<file path="src/rtl/bcd_scan_display.sv">
// Four-digit BCD event counter with a time-multiplexed 7-segment scan output.
// Per-digit increment cells are chained through their carries; one shared seg7 drives the bus.

module seg7 (
    input  logic [3:0] digit,
    output logic [6:0] seg
);
    // {g,f,e,d,c,b,a}, active high; non-BCD codes go dark
    always_comb begin
        seg = 7'b0000000;
        case (digit)
            4'd0: seg = 7'b0111111;
            4'd1: seg = 7'b0000110;
            4'd2: seg = 7'b1011011;
            4'd3: seg = 7'b1001111;
            4'd4: seg = 7'b1100110;
            4'd5: seg = 7'b1101101;
            4'd6: seg = 7'b1111101;
            4'd7: seg = 7'b0000111;
            4'd8: seg = 7'b1111111;
            4'd9: seg = 7'b1101111;
            default: seg = 7'b0000000;
        endcase
    end
endmodule

module bcd_digit (
    input  logic [3:0] d,
    input  logic       inc,
    output logic [3:0] d_nxt,
    output logic       carry
);
    // Anything at or above 9 rolls to 0, so a corrupted digit self-heals
    always_comb begin
        d_nxt = d;
        carry = 1'b0;
        if (inc) begin
            if (d >= 4'd9) begin
                d_nxt = 4'd0;
                carry = 1'b1;
            end else begin
                d_nxt = d + 4'd1;
            end
        end
    end
endmodule

module bcd_scan_display #(
    parameter int SCAN_DIV = 10_000,
    parameter int LZB      = 1
) (
    input  logic        clk,
    input  logic        rst_n,
    input  logic        ena,
    input  logic        tick_in,
    input  logic        clear,
    input  logic        hold,
    output logic [6:0]  seg_out,
    output logic        dp_out,
    output logic [3:0]  digit_sel,
    output logic [15:0] bcd_out,
    output logic        overflow
);
    localparam int NUM_LANES = 4;
    localparam int VEC_W     = 4;
    localparam logic [15:0] DIV_LAST = 16'(SCAN_DIV - 1);

    logic [NUM_LANES-1:0][VEC_W-1:0] bcd_q, bcd_inc;
    logic [NUM_LANES:0]              carry;
    logic [NUM_LANES-1:0]            blank;
    logic [15:0]                     div_q;
    logic [1:0]                      idx_q;
    logic [6:0]                      seg_dec;

    assign carry[0] = tick_in & ~hold;

    for (genvar g = 0; g < NUM_LANES; g++) begin : g_dig
        bcd_digit u_dig (
            .d     (bcd_q[g]),
            .inc   (carry[g]),
            .d_nxt (bcd_inc[g]),
            .carry (carry[g+1])
        );
    end

    // A digit blanks only if it and every digit above it are zero; units never blank
    always_comb begin
        blank = '0;
        blank[NUM_LANES-1] = (LZB != 0) && (bcd_q[NUM_LANES-1] == 4'd0);
        for (int k = NUM_LANES - 2; k >= 1; k--)
            blank[k] = blank[k+1] && (bcd_q[k] == 4'd0);
    end

    seg7 u_seg (
        .digit (bcd_q[idx_q]),
        .seg   (seg_dec)
    );

    always_ff @(posedge clk or negedge rst_n) begin
        if (!rst_n) begin
            bcd_q     <= '0;
            overflow  <= 1'b0;
            div_q     <= '0;
            idx_q     <= '0;
            digit_sel <= 4'b0001;
            seg_out   <= 7'b0111111;
            dp_out    <= 1'b0;
        end else if (ena) begin
            if (clear) begin
                bcd_q    <= '0;
                overflow <= 1'b0;
            end else begin
                bcd_q    <= bcd_inc;
                overflow <= carry[NUM_LANES];
            end
            if (div_q == DIV_LAST) begin
                div_q <= '0;
                idx_q <= idx_q + 2'd1;
            end else begin
                div_q <= div_q + 16'd1;
            end
            // Select, segments and dp all load from the same index so they never skew
            digit_sel <= 4'b0001 << idx_q;
            seg_out   <= blank[idx_q] ? 7'b0000000 : seg_dec;
            dp_out    <= hold && (idx_q == 2'd0);
        end
    end

    assign bcd_out = bcd_q;
endmodule

</file>
<file path="config.mk">
export PLATFORM = sky130hd
export DESIGN_NAME = bcd_scan_display
export DESIGN_NICKNAME = d
export VERILOG_FILES = /design/src/rtl/bcd_scan_display.sv
export SDC_FILE = /design/constraint.sdc
export NUM_CORES = 1
export LEC_CHECK = 0
export CAP_MARGIN = 0
export CORE_MARGIN = 2
export CORE_UTILIZATION = 55
export DETAILED_ROUTE_END_ITERATION = 6
export GPL_TIMING_DRIVEN = 0
export PLACE_DENSITY = 0.79
export SYNTH_ARGS = -nofsm -noshare
export SYNTH_HDL_FRONTEND = slang
export SYNTH_SLANG_ARGS = --single-unit
export TNS_END_PERCENT = 30
</file>
<file path="constraint.sdc">
create_clock -name clk -period 2.7 [get_ports clk]
set_input_delay 0.54 -clock clk [delete_from_list [all_inputs] [get_ports clk]]
set_output_delay 0.54 -clock clk [all_outputs]
set_load 0.005 [all_outputs]
</file>
==> metrics.cfg, run 1 <==
[pwr]
peakVddDrop_mv = 0.491
p_int_mw = 1.49
power.density_mw_per_mm2 = 673
combPwrFrac_pct = 30.7
swShare_pct = 32.5
clockPowerShare_pct = 24.2
switching_power_mw = 0.720
leakage_nw = 1.47
p_total_mw = 2.21
p_seq_share_pct = 45.1

[cells_and_area]
fillCellCount = 371
drive_gt1_share_pct = 10.9
multi_input_comb_area_mm2 = 0.00141
syn2layout_area_growth_pct = 19.5
final_cells = 387
final_area_mm2 = 0.00329
fin_util_pct = 68.7
regArea_mm2 = 0.00118
nNetsFinal = 350
insertedDiodeCount = 0

[critical_path]
cp_max_fo = 10
cp.required_ns = 2.92
cp_slowest_cell = or4_4
crit_type = register to register
cp_top_family = simple AND/OR/NAND/NOR gates
cpPeakStageDelay_ns = 0.49
reg2reg_depth = 8
cp_num_buf_inv = 2
r2r_slack_ns = 0.27
arrival_ns = 2.65
path_cells = inv_1 -> ha_1 -> nor3b_1 -> o21ba_1 -> or4_4 -> buf_6 -> or4_1 -> o211ai_1
endpoint_kind = register
crit_path_start_kind = register
reg2reg_to = bcd_out[15]
r2r-start = bcd_out[4]

[detailed_routing]
vias = 2111
drc = 0
post_drt_wl_per_cell_um = 14.4
routed_wl_um = 5560
drt-initial-drc-count = 88
dr.pass1.iters = 4
viasPerCell = 5.45
ant_nets = 0

[cts]
htreeDepth = 2
cts_resized = 0
cts_sinks = 47
clkSlewWorstSetupHoldPaths_ns = 0.09
cts_max_path_buffers = 2
clock_latency_ns = 0.31
cts_tree = done
postCtsHoldBufs = 0
cts_inserted_buffers = 5
cts_setup_buffers = 0
cts_root_buf = clkbuf_8

[place]
dpl.cell_count = 379
placed_area_mm2 = 0.00317
place_congestion = 0.790
portBuffers = 32
dp_hpwl_um = 4130

[synth]
ys_ff_latch = 47
yosys.area.top_type = dfrtp_1
async_reset_ff_share_pct = 100
synth.area.top_cells = dfrtp_1 (36%), ha_1 (11%), dfstp_2 (6.7%)
yosysSeqAreaShare_pct = 43.1
dominantRegCellSynth = dfrtp_1
syn_avg_cell_area_um2 = 9.86
syn_nets = 310
synth_edf_count = 0
synth_top_cell_area_share_pct = 36.4
ys.warnings.count = 0
synth_cells = 279
synth_area_mm2 = 0.00275
ys_types = 48

[floorplan]
start_util_pct = 57.5
core_region_area_mm2 = 0.00479
pin_count = 35
die_h_um = 74.7
fp-row-count = 25
die_w_um = 74.7
dieArea_mm2 = 0.00558

[timing]
rsz0062_at_grt = false
worstMarginPinSlew_ns = 0.628
min_period_ns = 2.43
slew_headroom_pct = 58.0
setup_viol = 0
fmax_mhz = 411
fin_skew_ns = 0.00739
finalCritPeriodShare_pct = 90.1
hold_violations = 0
drv_slew = 0

[global_routing]
gr-total-overflow = 0
antenna_found_initial = 0
grt_first_pass_wirelength_um = 9350
grt_start_max_net_pins = 35
grt_pass1_vias = 2005
grt_usage_pct = 22.1

[hold_path]
min_path_type = input port to asynchronous set/reset pin

[job]
maxCapViolCount = 0

[status]
status = completed

power groups by stage:
stage	clock [mW]	sequential [mW]	combinational (mW)
2_1_floorplan	0	0.981	0.403
3_3_place_gp	0	1.00	0.653
3_5_place_dp	0	1.01	0.679
4_1_cts	0.549	1.00	0.687
5_1_grt	0.574	1.02	0.775
6_report	0.535	0.999	0.679
registers in the layout (all words and copies together) (netlist names):
| signal | count |
|---|---|
| bcd_out | 16 |
| digit_sel | 4 |
| div_q | 16 |
| dp_out | 1 |
| idx_q | 2 |
| overflow | 1 |
| seg_out | 7 |
through the flow:
| step | setup WS [ns] | setup TNS [ns] | hold slack [ns] |
|---|---|---|---|
| after CTS | 0.286 | 0 | 0.138 |
| final | 0.268 | 0 | 0.138 |
| after global routing | 0.168 | 0 | 0.148 |
| after floorplan | 0.438 | 0 | 0.244 |
| after global placement | -0.186 | -7.31 | 0.465 |
| after detailed placement | -0.0213 | -0.0386 | 0.465 |
layout by cell type (no fill, tap or decap), drive strengths merged, types with 2 or more instances in the layout:
master and count:
a21o 4, a21oi 9, a41oi 2, and2 3
and3 4, buf 6, clkbuf 11, clkdlybuf4s50 31
dfrtp 40, dfstp 7, ha 25, inv 27
mux2 5, mux2i 3, mux4 4, nand2 21
nand2b 3, nand3 16, nand4 7, nor2 22
nor2b 2, nor3 5, nor3b 2, o21a 2
o21ai 17, o22ai 8, or3b 3, or4 2
xnor2 12, xor2 3
layer usage:
metal / part of all wire, % / GRT usage, % / routed length [µm]
met5: 0 / 0 / 0
met4: 0.97 / 6.35 / 54
met3: 3.2 / 4.95 / 177
met2: 47 / 34.9 / 2620
met1: 49 / 30.8 / 2710
worst max-delay path by stage:
stage	startpoint	endpoint	cells after the start
floorplan	bcd_out[4]	bcd_out[15]	8
global placement	rst_n	div_q[0]	1
detailed placement	hold	bcd_out[15]	7
CTS	bcd_out[0]	bcd_out[14]	8
global route	bcd_out[4]	bcd_out[14]	8
finish	bcd_out[4]	bcd_out[15]	8
synth_stat cells, types with 4 or more instances:
| cell type | count |
|---|---|
| dfrtp_1 | 40 |
| inv_1 | 26 |
| ha_1 | 25 |
| nor2_1 | 22 |
| nand2_1 | 21 |
| o21ai_0 | 17 |
| nand3_1 | 16 |
| xnor2_1 | 12 |
| a21oi_1 | 8 |
| o22ai_1 | 8 |
| dfstp_2 | 7 |
| nand4_1 | 7 |
| clkbuf_1 | 6 |
| mux2_2 | 5 |
| nor3_1 | 5 |
| and3_1 | 4 |
logic make-up after synthesis:
logic type	share of synthesized area [%]
AOI/OAI and AO/OA	10.2
muxes	6.55
DFF	43.1
adders and majority gates	11.4
xor gates and xnor gates	4.78
buffers and inverters	5.55
and+or+nand+nor	18.5
final cells by class:
class,instances,area share [%]
inverter,26,2.97
timing repair buffer,33,10.2
clock inverter,3,1.45
sequential,47,36.0
multi-input combinational,196,43.0
clock buffer,5,2.09
buffer,10,1.67
tap,67,2.55
Power figures use the tool's default switching activity.
==> run 2, diff against run 1 <==
--- a/config.mk
+++ b/config.mk
@@ -10,7 +10,7 @@
 export CORE_UTILIZATION = 55
 export DETAILED_ROUTE_END_ITERATION = 6
 export GPL_TIMING_DRIVEN = 0
-export PLACE_DENSITY = 0.79
+export PLACE_DENSITY = 0.77
 export SYNTH_ARGS = -nofsm -noshare
 export SYNTH_HDL_FRONTEND = slang
 export SYNTH_SLANG_ARGS = --single-unit
==> run 2 against run 1 <==
Against the previous run:
- via count rose by 0.43%
- largest power group unchanged
- first-iteration DRC count grew 3.4%
- final area is 0.84% lower
- critical path type is now input port to register
==> metrics.cfg, run 2 (synthesis results as in run 1) <==
[status]
status = completed

[floorplan]
core_region_area_mm2 = 0.00479
pin_count = 35
dieArea_mm2 = 0.00558
start_util_pct = 57.5
die_w_um = 74.7
fp-row-count = 25
die_h_um = 74.7

[critical_path]
cp.required_ns = 2.94
r2r-start = bcd_out[4]
reg2reg_depth = 8
endpoint_kind = register
crit_path_start_kind = input port
arrival_ns = 2.70
r2r_slack_ns = 0.26
reg2reg_to = bcd_out[14]
cp_max_fo = 10
crit_type = input port to register

[cts]
cts_resized = 0
htreeDepth = 2
cts_setup_buffers = 0
cts_inserted_buffers = 5
clock_latency_ns = 0.30
cts_tree = done
cts_sinks = 47
postCtsHoldBufs = 0
clkSlewWorstSetupHoldPaths_ns = 0.08
cts_root_buf = clkbuf_8
cts_max_path_buffers = 2

[global_routing]
antenna_found_initial = 0
grt_first_pass_wirelength_um = 9670
gr-total-overflow = 0
grt_usage_pct = 22.7
grt_pass1_vias = 2003
grt_start_max_net_pins = 33

[timing]
hold_violations = 0
finalWorstSetupSlack_ns = 0.243
min_period_ns = 2.46
drv_slew = 0
slew_headroom_pct = 55.5
hold-worst-slack_ns = 0.162
fmax_mhz = 407
rsz0062_at_grt = false
setup_viol = 0
fin_skew_ns = 0.00634
finalCritPeriodShare_pct = 91.0
final.setup.tns_ns = 0
worstMarginPinSlew_ns = 0.665

[detailed_routing]
drc = 0
drt-initial-drc-count = 91
post_drt_wl_per_cell_um = 14.5
viasPerCell = 5.48
routed_wl_um = 5620
dr.pass1.iters = 4
ant_nets = 0
vias = 2120

[place]
dpl.cell_count = 379
dp_hpwl_um = 4160
place_congestion = 0.862
dp_slack_ns = -0.0380
portBuffers = 32

[pwr]
leakage_nw = 1.45
power.density_mw_per_mm2 = 647
p_total_mw = 2.11
peakVddDrop_mv = 0.399

[cells_and_area]
syn2layout_area_growth_pct = 18.5
insertedDiodeCount = 0
multi_input_comb_area_mm2 = 0.00141
final_cell_mix = dfrtp_1 (40), clkdlybuf4s50_1 (31), inv_1 (26)
final_common_cell = dfrtp_1
drive_gt1_share_pct = 10.9
final_cells = 387
regArea_mm2 = 0.00118
nNetsFinal = 350
fillCellCount = 401

[hold_path]
min_path_type = input port to asynchronous set/reset pin

[job]
maxCapViolCount = 0

run 2: where the power goes:
group / switching [mW] / leakage, nW / internal (mW)
logic: 0.315 / 0.823 / 0.366
registers: 0.158 / 0.586 / 0.845
clock network: 0.244 / 0.0402 / 0.181
total: 0.718 / 1.45 / 1.39
run 2: worst max-delay path by stage:
stage,start,end,depth (start not counted)
floorplan,bcd_out[4],bcd_out[15],8
global placement,rst_n,div_q[3],1
detailed placement,hold,bcd_out[15],7
CTS,hold,bcd_out[14],7
global route,bcd_out[0],bcd_out[14],8
finish,hold,bcd_out[14],7
run 2: per-layer routing:
metal	GRT usage [%]	share of wire, %	vias to the layer above
met5	0	0	-
met4	6.15	1.3	0
met3	3.61	3.0	7
met2	35.8	47	42
met1	32.8	49	1036
li1	-	-	1035
run 2: area by class of cell:
class	count	area share (%)
Clock buffer	5	2.11
Tap cell	67	2.57
Timing Repair Buffer	33	10.3
Clock inverter	3	0.614
Buffer	10	1.69
Inverter	26	2.99
Multi-Input combinational cell	196	43.4
Sequential cell	47	36.4
run 2: worst max-delay path, cell delays in order:
cell and delay, ns:
clkdlybuf4s50_1 0.42, and2b_1 0.28, o21ai_0 0.15, or4_4 0.56
buf_6 0.15, or4b_1 0.51, nand2_1 0.08
run 2: through the flow:
stage | area, µm² | util, %
finish | 3260 | 68.1
global route | 3260 | 68.1
CTS | 3260 | 68.1
detailed placement | 3170 | 66.2
global placement | 3160 | 65.9
floorplan | 2750 | -
==> run 3, diff against run 2 <==
--- a/config.mk
+++ b/config.mk
@@ -5,12 +5,13 @@
 export SDC_FILE = /design/constraint.sdc
 export NUM_CORES = 1
 export LEC_CHECK = 0
-export CAP_MARGIN = 0
+export CAP_MARGIN = 20
 export CORE_MARGIN = 2
 export CORE_UTILIZATION = 55
 export DETAILED_ROUTE_END_ITERATION = 6
-export GPL_TIMING_DRIVEN = 0
-export PLACE_DENSITY = 0.77
+export DONT_BUFFER_PORTS = 1
+export GPL_TIMING_DRIVEN = 1
+export PLACE_DENSITY = 0.68
 export SYNTH_ARGS = -nofsm -noshare
 export SYNTH_HDL_FRONTEND = slang
 export SYNTH_SLANG_ARGS = --single-unit
==> run 3 against run 2 <==
Against the previous run:
- global-route usage down 2.3 points
- clock-buffer cell count did not move
- clock power up 25%
- sequential share of layout area up 4.2 points
- worst setup slack improved by 0.089 ns
- hold slack worse by 0.095 ns
- sequential cell count is the same
- wire length down 8.4%
- fmax up 3.8%
- non-clock buffer count fell by 41
- critical path type is now register to register
- largest cell class unchanged
==> metrics.cfg, run 3 (synthesis results as in run 1) <==
[floorplan]
fp-row-count = 25
die_w_um = 74.7
dieArea_mm2 = 0.00558
start_util_pct = 57.5
die_h_um = 74.7
core_region_area_mm2 = 0.00479
pin_count = 35

[cts]
cts_setup_buffers = 0
htreeDepth = 2
clock_latency_ns = 0.30
clkSlewWorstSetupHoldPaths_ns = 0.09
cts_root_buf = clkbuf_8
cts_inserted_buffers = 5
cts_sinks = 47
cts_max_path_buffers = 2
cts_tree = done

[timing]
drv_slew = 0
fmax_mhz = 422
rsz0062_at_grt = false
setup_viol = 0
finalCritPeriodShare_pct = 87.7
final.setup.tns_ns = 0
min_period_ns = 2.37
worstMarginPinSlew_ns = 0.558
fin_skew_ns = 0.00433
slew_headroom_pct = 62.7
hold_violations = 0

[critical_path]
r2r-start = bcd_out[4]
arrival_ns = 2.59
critPathLaunch = bcd_out[4]
crit_path_start_kind = register
crit_type = register to register
endpoint_kind = register
cp.required_ns = 2.93
cp_max_fo = 10
cpPeakStageDelay_ns = 0.55
path_cells = inv_1 -> ha_1 -> nor3b_1 -> o21ba_1 -> or4_4 -> or4_1 -> o211ai_1
reg2reg_depth = 7
cp_slowest_cell = or4_4

[status]
status = completed

[detailed_routing]
drt-initial-drc-count = 82
vias = 1920
post_drt_wl_per_cell_um = 14.9
viasPerCell = 5.55
routed_wl_um = 5150
dr.pass1.iters = 4
ant_nets = 0
drc = 0

[global_routing]
gr-total-overflow = 0
grt_start_max_net_pins = 41
grt_usage_pct = 20.4
grt_first_pass_wirelength_um = 8610
antenna_found_initial = 0
grt_pass1_vias = 1812

[place]
place_congestion = 0.822
dp_hpwl_um = 3770
dpl.cell_count = 337
portBuffers = 0

[pwr]
leakage_nw = 1.33
peakVddDrop_mv = 0.500
power.density_mw_per_mm2 = 695

[cells_and_area]
final_common_cell = dfrtp_1
final_cells = 346
syn2layout_area_growth_pct = 6.28
final_cell_mix = dfrtp_1 (40), inv_1 (26), ha_1 (25)
drive_gt1_share_pct = 11.1
nNetsFinal = 309
insertedDiodeCount = 0

[job]
maxCapViolCount = 0

[hold_path]
min_path_type = input port to asynchronous set/reset pin

==> run 3: changes by cell type in the layout (fill, tap and decap cells not counted), sizes merged <==
| cell | delta |
|---|---|
| clkinvlp | -2 |
| inv | +1 |
| clkdlybuf4s50 | -31 |
| bufinv | +1 |
| clkbuf | -6 |
| buf | -4 |
==> run 3: area by class of cell <==
type | instances | area (µm²)
tap | 67 | 83.8
fill | 405 | 1860
multi-input combinational | 196 | 1410
clock inverter | 3 | 47.5
inverter | 26 | 97.6
sequential | 47 | 1180
timing repair buffer | 2 | 27.5
clock buffer | 5 | 68.8
==> run 3: final timing paths <==
path	to	slack, ns
worst max-delay path	bcd_out[15]	0.33
max in group asynchronous	div_q[6]	2.44
worst min-delay path	seg_out[3]	0.07
worst min register to register	seg_out[1]	0.49
worst max register to register	bcd_out[15]	0.33
min in group clk	seg_out[1]	0.30
==> run 3: timing repair <==
item | in CTS | in global routing
hold buffers | 1 | 0
hold endpoints to repair | 40 | 0
resized for setup | 0 | 0
==> run 3: worst max-delay path: cells and delay by family (launching register included) <==
family                   cells  cell delay (ns)
AO/OA/AOI/OAI                2             0.30
adder cells (fa/ha/maj)      1             0.20
buffers and inverters        1             0.12
flip-flops                   1             0.46
AND/OR/NAND/NOR              3             1.20
==> run 3: where the power goes <==
part	switching, mW	total, mW	internal [mW]
logic	0.260	0.486	0.226
registers	0.171	1.02	0.846
clock network	0.249	0.530	0.281
==> run 3: per-layer routing <==
layer  track usage (%)  share of wire, %  vias to the layer above
met5                 0                 0                        -
met4              5.36              0.93                        0
met3              5.35               5.1                        5
met2              31.3                44                       47
met1              28.8                50                      910
li1                  -                 -                      958
==> run 3: stage by stage <==
stage	hold WS [ns]	instance area (µm²)	worst slack (ns)	total power, mW	util, %
finish	0.0671	2920	0.332	2.03	61.1
global route	0.0413	2920	0.188	2.18	61.1
CTS	0.0526	2920	0.346	2.06	61.1
detailed placement	0.245	2790	0.365	1.50	58.2
global placement	0.245	2790	0.403	1.49	58.2
floorplan	0.244	2750	0.438	1.38	-
